## config.mk

```make
export PLATFORM = sky130hd
export DESIGN_NAME = fetch_stage
export DESIGN_NICKNAME = d
export VERILOG_FILES = /design/src/rtl/fetch_stage.sv
export SDC_FILE = /design/constraint.sdc
export NUM_CORES = 1
export LEC_CHECK = 0
export ABC_AREA = 1
export BUFFER_PORTS_ARGS = -buffer_cell sky130_fd_sc_hd__buf_2
export CAP_MARGIN = 20
export CORE_UTILIZATION = 56
export DETAILED_ROUTE_END_ITERATION = 16
export PLACE_DENSITY = 0.85
export RECOVER_POWER = 25
export SLEW_MARGIN = 20
export SYNTH_ARGS = -nofsm -noshare
export SYNTH_HDL_FRONTEND = slang
export SYNTH_SLANG_ARGS = --single-unit
```

## constraint.sdc

```tcl
create_clock -name clk -period 6.47 [get_ports clk]
set_input_delay 0.9705 -clock clk [delete_from_list [all_inputs] [get_ports clk]]
set_output_delay 0.9705 -clock clk [all_outputs]
set_load 0.03 [all_outputs]
```

## src/rtl/fetch_stage.sv

```systemverilog
// Instruction-fetch stage: owns the PC, addresses the combinational instruction ROM,
// and fills the IF/ID register. It handles stall, flush and redirect requests from
// later stages, and it traps fetch addresses that fall outside the ROM window or are
// not word aligned.
module fetch_stage #(
  parameter logic [31:0] RESET_PC      = 32'hBFC00000,
  parameter int          IMEM_A_LENGTH = 12,
  parameter logic [31:0] NOP_INSTR     = 32'h00000013
) (
  input  logic                     clk,
  input  logic                     rst_n,
  input  logic                     stall_f,
  input  logic                     flush_d,
  input  logic                     pc_src_e,
  input  logic [31:0]              pc_target_e,
  input  logic [31:0]              instr_f,
  output logic [IMEM_A_LENGTH-1:0] imem_addr_f,
  output logic [31:0]              instr_d,
  output logic [31:0]              pc_d,
  output logic [31:0]              pc_plus4_d,
  output logic                     valid_d,
  output logic                     fault,
  output logic [31:0]              fault_pc
);

  localparam logic [31:0] WINDOW = 32'd1 << IMEM_A_LENGTH;

  typedef enum logic [1:0] {
    BOOT  = 2'd0,
    RUN   = 2'd1,
    FAULT = 2'd2
  } state_t;

  state_t      state, next_state;

  logic [31:0] pc_f, pc_next;
  logic [31:0] pc_plus4_f;
  logic [31:0] instr_next, pc_d_next, pc_plus4_next;
  logic        valid_next;
  logic        fault_next;
  logic [31:0] fault_pc_next;

  // An address is fetchable only when it is word aligned and inside the ROM window.
  // Subtracting the base first means addresses below the base wrap to huge
  // offsets and fail the same unsigned compare.
  function automatic logic is_legal(input logic [31:0] addr);
    logic [31:0] offset;
    offset = addr - RESET_PC;
    return (addr[1:0] == 2'b00) && (offset < WINDOW);
  endfunction

  // Sequential PC increment wraps at 32 bits; is_legal catches the wrap.
  assign pc_plus4_f  = pc_f + 32'd4;
  assign imem_addr_f = pc_f[IMEM_A_LENGTH-1:0];

  // State register; reset always wins, including out of FAULT.
  always_ff @(posedge clk) begin
    if (!rst_n) state <= BOOT;
    else        state <= next_state;
  end

  // Next-state, next-PC and next IF/ID contents; everything holds unless a rule fires.
  always_comb begin
    next_state    = state;
    pc_next       = pc_f;
    instr_next    = instr_d;
    pc_d_next     = pc_d;
    pc_plus4_next = pc_plus4_d;
    valid_next    = valid_d;
    fault_next    = fault;
    fault_pc_next = fault_pc;

    case (state)
      BOOT: begin
        instr_next    = NOP_INSTR;
        pc_d_next     = 32'd0;
        pc_plus4_next = 32'd0;
        valid_next    = 1'b0;
        next_state    = RUN;
      end

      RUN: begin
        if (pc_src_e) begin
          // Redirect outranks stall and flush; the wrong-path word becomes a bubble.
          instr_next    = NOP_INSTR;
          pc_d_next     = 32'd0;
          pc_plus4_next = 32'd0;
          valid_next    = 1'b0;
          if (is_legal(pc_target_e)) begin
            pc_next = pc_target_e;
          end else begin
            next_state    = FAULT;
            fault_next    = 1'b1;
            fault_pc_next = pc_target_e;
          end
        end else if (flush_d) begin
          instr_next    = NOP_INSTR;
          pc_d_next     = 32'd0;
          pc_plus4_next = 32'd0;
          valid_next    = 1'b0;
          if (!stall_f) pc_next = pc_plus4_f;
        end else if (!stall_f) begin
          // Normal fetch; the current word is delivered even if the next address is bad.
          instr_next    = instr_f;
          pc_d_next     = pc_f;
          pc_plus4_next = pc_plus4_f;
          valid_next    = 1'b1;
          if (is_legal(pc_plus4_f)) begin
            pc_next = pc_plus4_f;
          end else begin
            next_state    = FAULT;
            fault_next    = 1'b1;
            fault_pc_next = pc_plus4_f;
          end
        end
      end

      FAULT: begin
        instr_next    = NOP_INSTR;
        pc_d_next     = 32'd0;
        pc_plus4_next = 32'd0;
        valid_next    = 1'b0;
      end

      default: begin
        next_state    = BOOT;
        instr_next    = NOP_INSTR;
        pc_d_next     = 32'd0;
        pc_plus4_next = 32'd0;
        valid_next    = 1'b0;
      end
    endcase
  end

  // PC, IF/ID register and sticky fault capture.
  always_ff @(posedge clk) begin
    if (!rst_n) begin
      pc_f       <= RESET_PC;
      instr_d    <= NOP_INSTR;
      pc_d       <= 32'd0;
      pc_plus4_d <= 32'd0;
      valid_d    <= 1'b0;
      fault      <= 1'b0;
      fault_pc   <= 32'd0;
    end else begin
      pc_f       <= pc_next;
      instr_d    <= instr_next;
      pc_d       <= pc_d_next;
      pc_plus4_d <= pc_plus4_next;
      valid_d    <= valid_next;
      fault      <= fault_next;
      fault_pc   <= fault_pc_next;
    end
  end

endmodule

```

==> impl_metrics.toml, run 1 <==
[run_status]
outcome = "complete, no violations"

[placement]
dpl.hpwl_um = 15030
portBuffers = 210
finalWeightedCongestion = 0.9686

[cts]
cts_resized = 0
clockRootBuffer = "clkbuf_16"
cts.sinks = 162
clkLatencyLatePin_ps = 430
cts-buffers-inserted = 17
clk_pin_slew_ps = 60
htreeDepth = 4
cts_tree = "yes"
cts_setup_buffers = 0
clockBufferDepth = 2
hold_buffers = 0

[grt]
grt_pass1_vias = 6652
grt_max_degree = 93
overflow = 0
track_usage = 0.3015
grt_antenna_before_repair = 0
grt_pass1_wl_um = 33040

[critical_path]
start_kind = "flip-flop"
end_kind = "flip-flop"
cp_slowest_stage_delay_ps = 480
r2r_slack_ps = 3100
crit_path_max_fanout = 42
cp_common_cell = "nand2_1"
cp.arrival_ps = 3680
critical_path.top_delay_family = "simple AND/OR/NAND/NOR gates"
required_ps = 6790
cp_slowest_cell = "dfxtp_1"
crit_chain = "ha_1, nand2_1, nor2_4, nand2_1, o21ai_1, nand3_1, nor2_1, nand3_1, nor2_1, nand2_1, nand2_1, buf_4, nand3_1, nand2_1, nor2_1"
worstSetupPathType = "reg2reg"
crit_buf_inv = 1

[final_layout]
syn2layout_area_growth_pct = 18.91
drive_above_1_share = 0.1574
diodes = 0
utilization = 0.6919
layout.nets = 1303

[logic_synthesis]
syn-cell-area_mm2 = 0.007462
synth_most_common_cell = "nand2_1"
ys.flop_type = "dfxtp_1"
synthArstFlopShare = 0
syn_area_per_cell_um2 = 6.909
ys_top_cells_by_area = "dfxtp_1 43%, nand2_1 14%, a21oi_1 8.5%"
yosysWarningCount = 0
yosys-top-cells-count = "277 x nand2_1, 162 x dfxtp_1, 149 x nor2_1, 127 x a21oi_1, 90 x nand3_1"
ys_ff_latch = 162
seq_area_frac_synth = 0.4346
synth_top_cell_area_share = 0.4346
synth_nets = 1150
synth_cell_types = 29
yosysTopAreaCell = "dfxtp_1"
synth-edff-count = 0
syn_inst = 1080

[route]
routed_wirelength_um = 21030
drtIter0Drc = 680
avgViaCountPerCell = 5.287
remaining_drc_errors = 0
dr.pass1.iters = 7
ant_nets = 0
num_vias = 7492
wl_per_cell_um = 14.84

[sta]
final_max_slew_viol_count = 0
min_period_ps = 3368
hold_viol_final = 0
final.setup_skew_ps = 6.192
fin_crit_sh = 0.5205
fin_setup_tns_ps = 0
timing.fmax_mhz = 297.0
rsz0062_at_grt = "no"
relSlewSlack = 0.3061
final-setup-viol-count = 0
holdWs_ps = 442.9
max_slew.worst_pin.slew_ps = 1040

[job]
cap_violations = 0

[pwr]
powerDensity_mw_per_mm2 = 278.8
vdd_ir_drop_max_v = 0.0002161
leakage_nw = 4.104

[die]
dieWidth_um = 117.4
initial_utilization = 0.5819
dieArea_mm2 = 0.01379
core_mm2 = 0.01282
std_cell_rows = 41
die_h_um = 117.4
io_pins = 211

[hold_path]
hold_path_class = "reg2reg"
[final timing paths]
check | cells past startpoint | startpoint | endpoint
hold / removal | 1 | state[1] | state[0]
hold reg to reg | 1 | state[1] | state[0]
setup / recovery | 15 | pc_f[2] | pc_f[12]
setup reg to reg | 15 | pc_f[2] | pc_f[12]
[stage by stage]
stage	cells	total power [mW]	worst slack [ps]	instance area [µm²]
2_1_floorplan	1080	1.423	3821	7462
3_3_place_gp	1384	1.521	2753	8361
3_5_place_dp	1385	1.532	2681	8381
4_1_cts	1416	2.482	3108	8941
5_1_grt	1417	2.577	2825	8874
6_report	1417	2.474	3102	8874
[report_power, final]
part           internal [mW]  switching (mW)
clock                  0.571           0.386
sequential              1.05          0.0469
combinational          0.129           0.294
[registers in the layout, indices dropped and copies added, names as in the netlist]
signal	cells
fault_pc	32
fault	1
pc_d	32
pc_plus4_d	30
valid_d	1
instr_d	32
state	2
pc_f	32
[kinds of logic (layout without fill, tap and decap cells)]
kind of cell | count (synthesis) | in the layout | share of synthesized area
simple gates | 562 | 562 | 0.3169
flops | 162 | 162 | 0.4346
buf+inv | 153 | 318 | 0.09339
compound gates | 178 | 178 | 0.1234
xor+xnor | 13 | 13 | 0.01526
fa+ha+maj | 1 | 1 | 0.001676
mux | 11 | 11 | 0.01476
[final cells by class]
| cell class | count | area, µm² |
|---|---|---|
| tap | 172 | 215.2 |
| clock buffer | 20 | 446.7 |
| clock inverter | 11 | 113.9 |
| inverter | 69 | 259.0 |
| multi-input combinational | 765 | 3547 |
| sequential | 162 | 3243 |
| timing repair buffer | 218 | 1049 |
| fill | 1180 | 3951 |
[layer usage]
layer	track usage	routed length, µm	part of all wire
met5	0	0	0
met3	0.06518	1598	0.076
met1	0.3802	8969	0.43
met2	0.4959	9902	0.47
met4	0.1274	559	0.027
[cells in the final DEF, fill, tap and decap left out]
cell type / count
buf_12: 1
nor2_2: 10
inv_2: 1
inv_1: 68
nand3_2: 5
nor2_4: 4
clkbuf_16: 17
buf_2: 134
clkinv_4: 1
nor3_1: 7
or2_2: 1
clkinv_2: 6
buf_4: 6
buf_16: 1
clkbuf_1: 78
clkbuf_8: 1
o211ai_1: 12
xor2_1: 5
nand2_2: 4
clkinvlp_4: 2
o21ai_0: 38
xnor2_1: 8
nor3b_1: 1
nand4_1: 4
mux2i_1: 11
bufinv_16: 2
nor2_1: 147
ha_1: 1
nand3_1: 88
nand2_1: 277
a21oi_1: 127
dfxtp_1: 162
nor4_1: 3
nand3b_1: 11
o21ai_1: 1
(Power assumes the default switching activity.)
==> run 2, diff against run 1 <==
Settings changed: ABC_AREA 1 to 0, CORE_UTILIZATION 56 to 52, PLACE_DENSITY 0.85 to 0.8.
Clock period 6.47 ns to 3.4 ns, I/O delays scaled along.
==> run 2 against run 1 <==
  * Clock skew increased by 1.4 ps
  * Clock power grew 120%
  * Synthesized area fell by 2.9%
  * Synthesized cell count decreased by 26%
  * Largest cell class unchanged
  * Largest power group is now the clock network
==> impl_metrics.toml, run 2 <==
[critical_path]
crit_start = "pc_f[2]"
required_ps = 3730
crit_path_max_fanout = 13
crit_end = "fault"
cp.arrival_ps = 3580
start_kind = "flip-flop"
worstSetupPathType = "reg2reg"
r2r_end = "fault"
r2r_slack_ps = 150
end_kind = "flip-flop"
timing.rr.start = "pc_f[2]"
r2r_cells = 9

[logic_synthesis]
synth_mux_area_frac = 0.1827
seq_area_frac_synth = 0.4475
synth_xor_area_frac = 0.02538
synthArstFlopShare = 0
syn_area_per_cell_um2 = 9.081
synth_simple_gate_area_share = 0.1916
synth_top_family_by_area = "simple AND/OR/NAND/NOR gates"
synth_compound_area_frac = 0.09617
synth_fa_ha_area_frac = 0.001727
synth_nets = 868
synth_top_cell_area_share = 0.4475
ys.flop_type = "dfxtp_1"
syn_inst = 798
synth-edff-count = 0
synth_most_common_cell = "dfxtp_1"
yosysWarningCount = 0
syn-cell-area_mm2 = 0.007247
synth_cell_types = 57
ys_top_cells_by_area = "dfxtp_1 45%, mux2i_1 18%, nor2_1 6.1%"
yosysTopAreaCell = "dfxtp_1"
yosys-top-cells-count = "162 x dfxtp_1, 130 x mux2i_1, 118 x nor2_1, 80 x nand2_1, 31 x clkbuf_1"
ys_ff_latch = 162

[cts]
clk_pin_slew_ps = 70
cts_tree = "yes"
clkLatencyLatePin_ps = 430
cts.sinks = 162
clockRootBuffer = "clkbuf_16"
clockBufferDepth = 2
htreeDepth = 4
cts-buffers-inserted = 17
hold_buffers = 0

[pwr]
vdd_ir_drop_max_v = 0.0004562
p_clk_frac = 0.446
switching_share = 0.2653
pwr-share-comb = 0.125
leakage_nw = 3.990
cellInternalPower_mw = 3.428
powerDensity_mw_per_mm2 = 512.4
switchingPower_mw = 1.238
p_seq_frac = 0.428

[run_status]
outcome = "complete, no violations"

[final_layout]
final_common_cell = "dfxtp_1"
diodes = 0
stdcell_area_mm2 = 0.009106
layout_common_cells = "160 x dfxtp_1, 133 x buf_2, 130 x mux2i_1"
syn2layout_area_growth_pct = 25.66
drive_above_1_share = 0.2307
layout.nets = 1067
utilization = 0.6796

[sta]
fin_setup_tns_ps = 0
final_max_slew_viol_count = 0
holdWs_ps = 304.2
final-setup-viol-count = 0
max_slew.worst_pin.slew_ps = 738.2
hold_viol_final = 0
final.setup_skew_ps = 7.585
timing.fmax_mhz = 307.7
min_period_ps = 3250
relSlewSlack = 0.5079
rsz0062_at_grt = "no"
fin_ws_ps = 150.4
fin_crit_sh = 0.9558

[route]
wl_per_cell_um = 17.53
avgViaCountPerCell = 5.597
ant_nets = 0
num_vias = 6638
routed_wirelength_um = 20790
remaining_drc_errors = 0
dr.pass1.iters = 5
drtIter0Drc = 591

[placement]
finalWeightedCongestion = 1.006
pre_cts_slack_ps = 140.2
dpl_cell_area_mm2 = 0.008509
dpl.hpwl_um = 14690
portBuffers = 210

[grt]
track_usage = 0.2857
overflow = 0
grt_max_degree = 115
grt_pass1_wl_um = 31860
grt_pass1_vias = 6212
grt_antenna_before_repair = 0

[die]
dieArea_mm2 = 0.01441
dieWidth_um = 120.1
core_mm2 = 0.01340
initial_utilization = 0.5408
std_cell_rows = 42
io_pins = 211
die_h_um = 120.1

[hold_path]
whs_path_depth = 3
hold_path_class = "in2reg"

[job]
cap_violations = 0
==> run 2: cell count changes after synthesis, sizes merged, moves of 10 or more <==
cell    change
nand2b     +12
mux2i     +119
nand3      -72
a21oi     -103
nand2     -200
inv        -62
o211ai     +10
nand3b     -11
nor4       +11
o21ai      -19
nor2       -43
clkbuf     -18
==> run 2: per-stage QoR <==
| stage | total power [mW] | cells |
|---|---|---|
| floorplan | 2.438 | 798 |
| global placement | 2.610 | 1150 |
| detailed placement | 2.617 | 1150 |
| CTS | 4.689 | 1182 |
| global route | 4.816 | 1186 |
| finish | 4.666 | 1186 |
==> run 2: what timing repair did <==
item	4_1_cts	5_1_grt
gates resized for setup	0	5
endpoints found under the setup margin	0	31
buffers inserted	0	3
==> run 2: layout make-up <==
class                   count  area, µm²
multi-input cells         556       3641
inverters                   8      30.03
well taps                 176      220.2
flip-flops and latches    162       3246
fillers                  1142       4294
repair buffers            252       1328
clock inverters            15      216.5
clock buffers              17      425.4
==> run 2: power groups by stage <==
stage               Clock, mW  Sequential (mW)  Combinational (mW)
floorplan                   0             2.10               0.337
detailed placement          0             2.04               0.580
global placement            0             2.04               0.574
CTS                      2.11             2.00               0.586
global route             2.19             2.00               0.626
finish                   2.08             2.00               0.585
==> run 2: critical path: stages, from the launching register on <==
cell and delay, ps:
dfxtp_1 390, nand2_1 140, or4_4 590, or4_4 560
a2111oi_2 360, nand4_1 200, o21a_1 270, o21a_2 280
buf_6 180, o21a_1 170
==> run 2: how the worst min path moves through the flow <==
stage | from | endpoint | slack (ps)
2_1_floorplan | state[1] | state[0] | 430
3_3_place_gp | valid_d | valid_d | 440
3_5_place_dp | valid_d | valid_d | 440
4_1_cts | instr_f[18] | instr_d[18] | 300
5_1_grt | instr_f[31] | instr_d[31] | 300
6_report | instr_f[18] | instr_d[18] | 300
==> run 2: metal layers <==
layer | global-route usage | wire, µm
met2 | 0.4950 | 10200
met1 | 0.3370 | 8527
met5 | 0 | 0
met4 | 0.1070 | 550
met3 | 0.07319 | 1506
==> run 2: logic make-up (layout without fill, tap and decap cells) <==
family / after synthesis / after routing
and+or+nand+nor: 298 / 299
muxes: 132 / 132
buffers and inverters: 81 / 292
xor gates and xnor gates: 21 / 21
adders and majority gates: 1 / 1
AOI/OAI and AO/OA: 103 / 103
DFF: 162 / 162
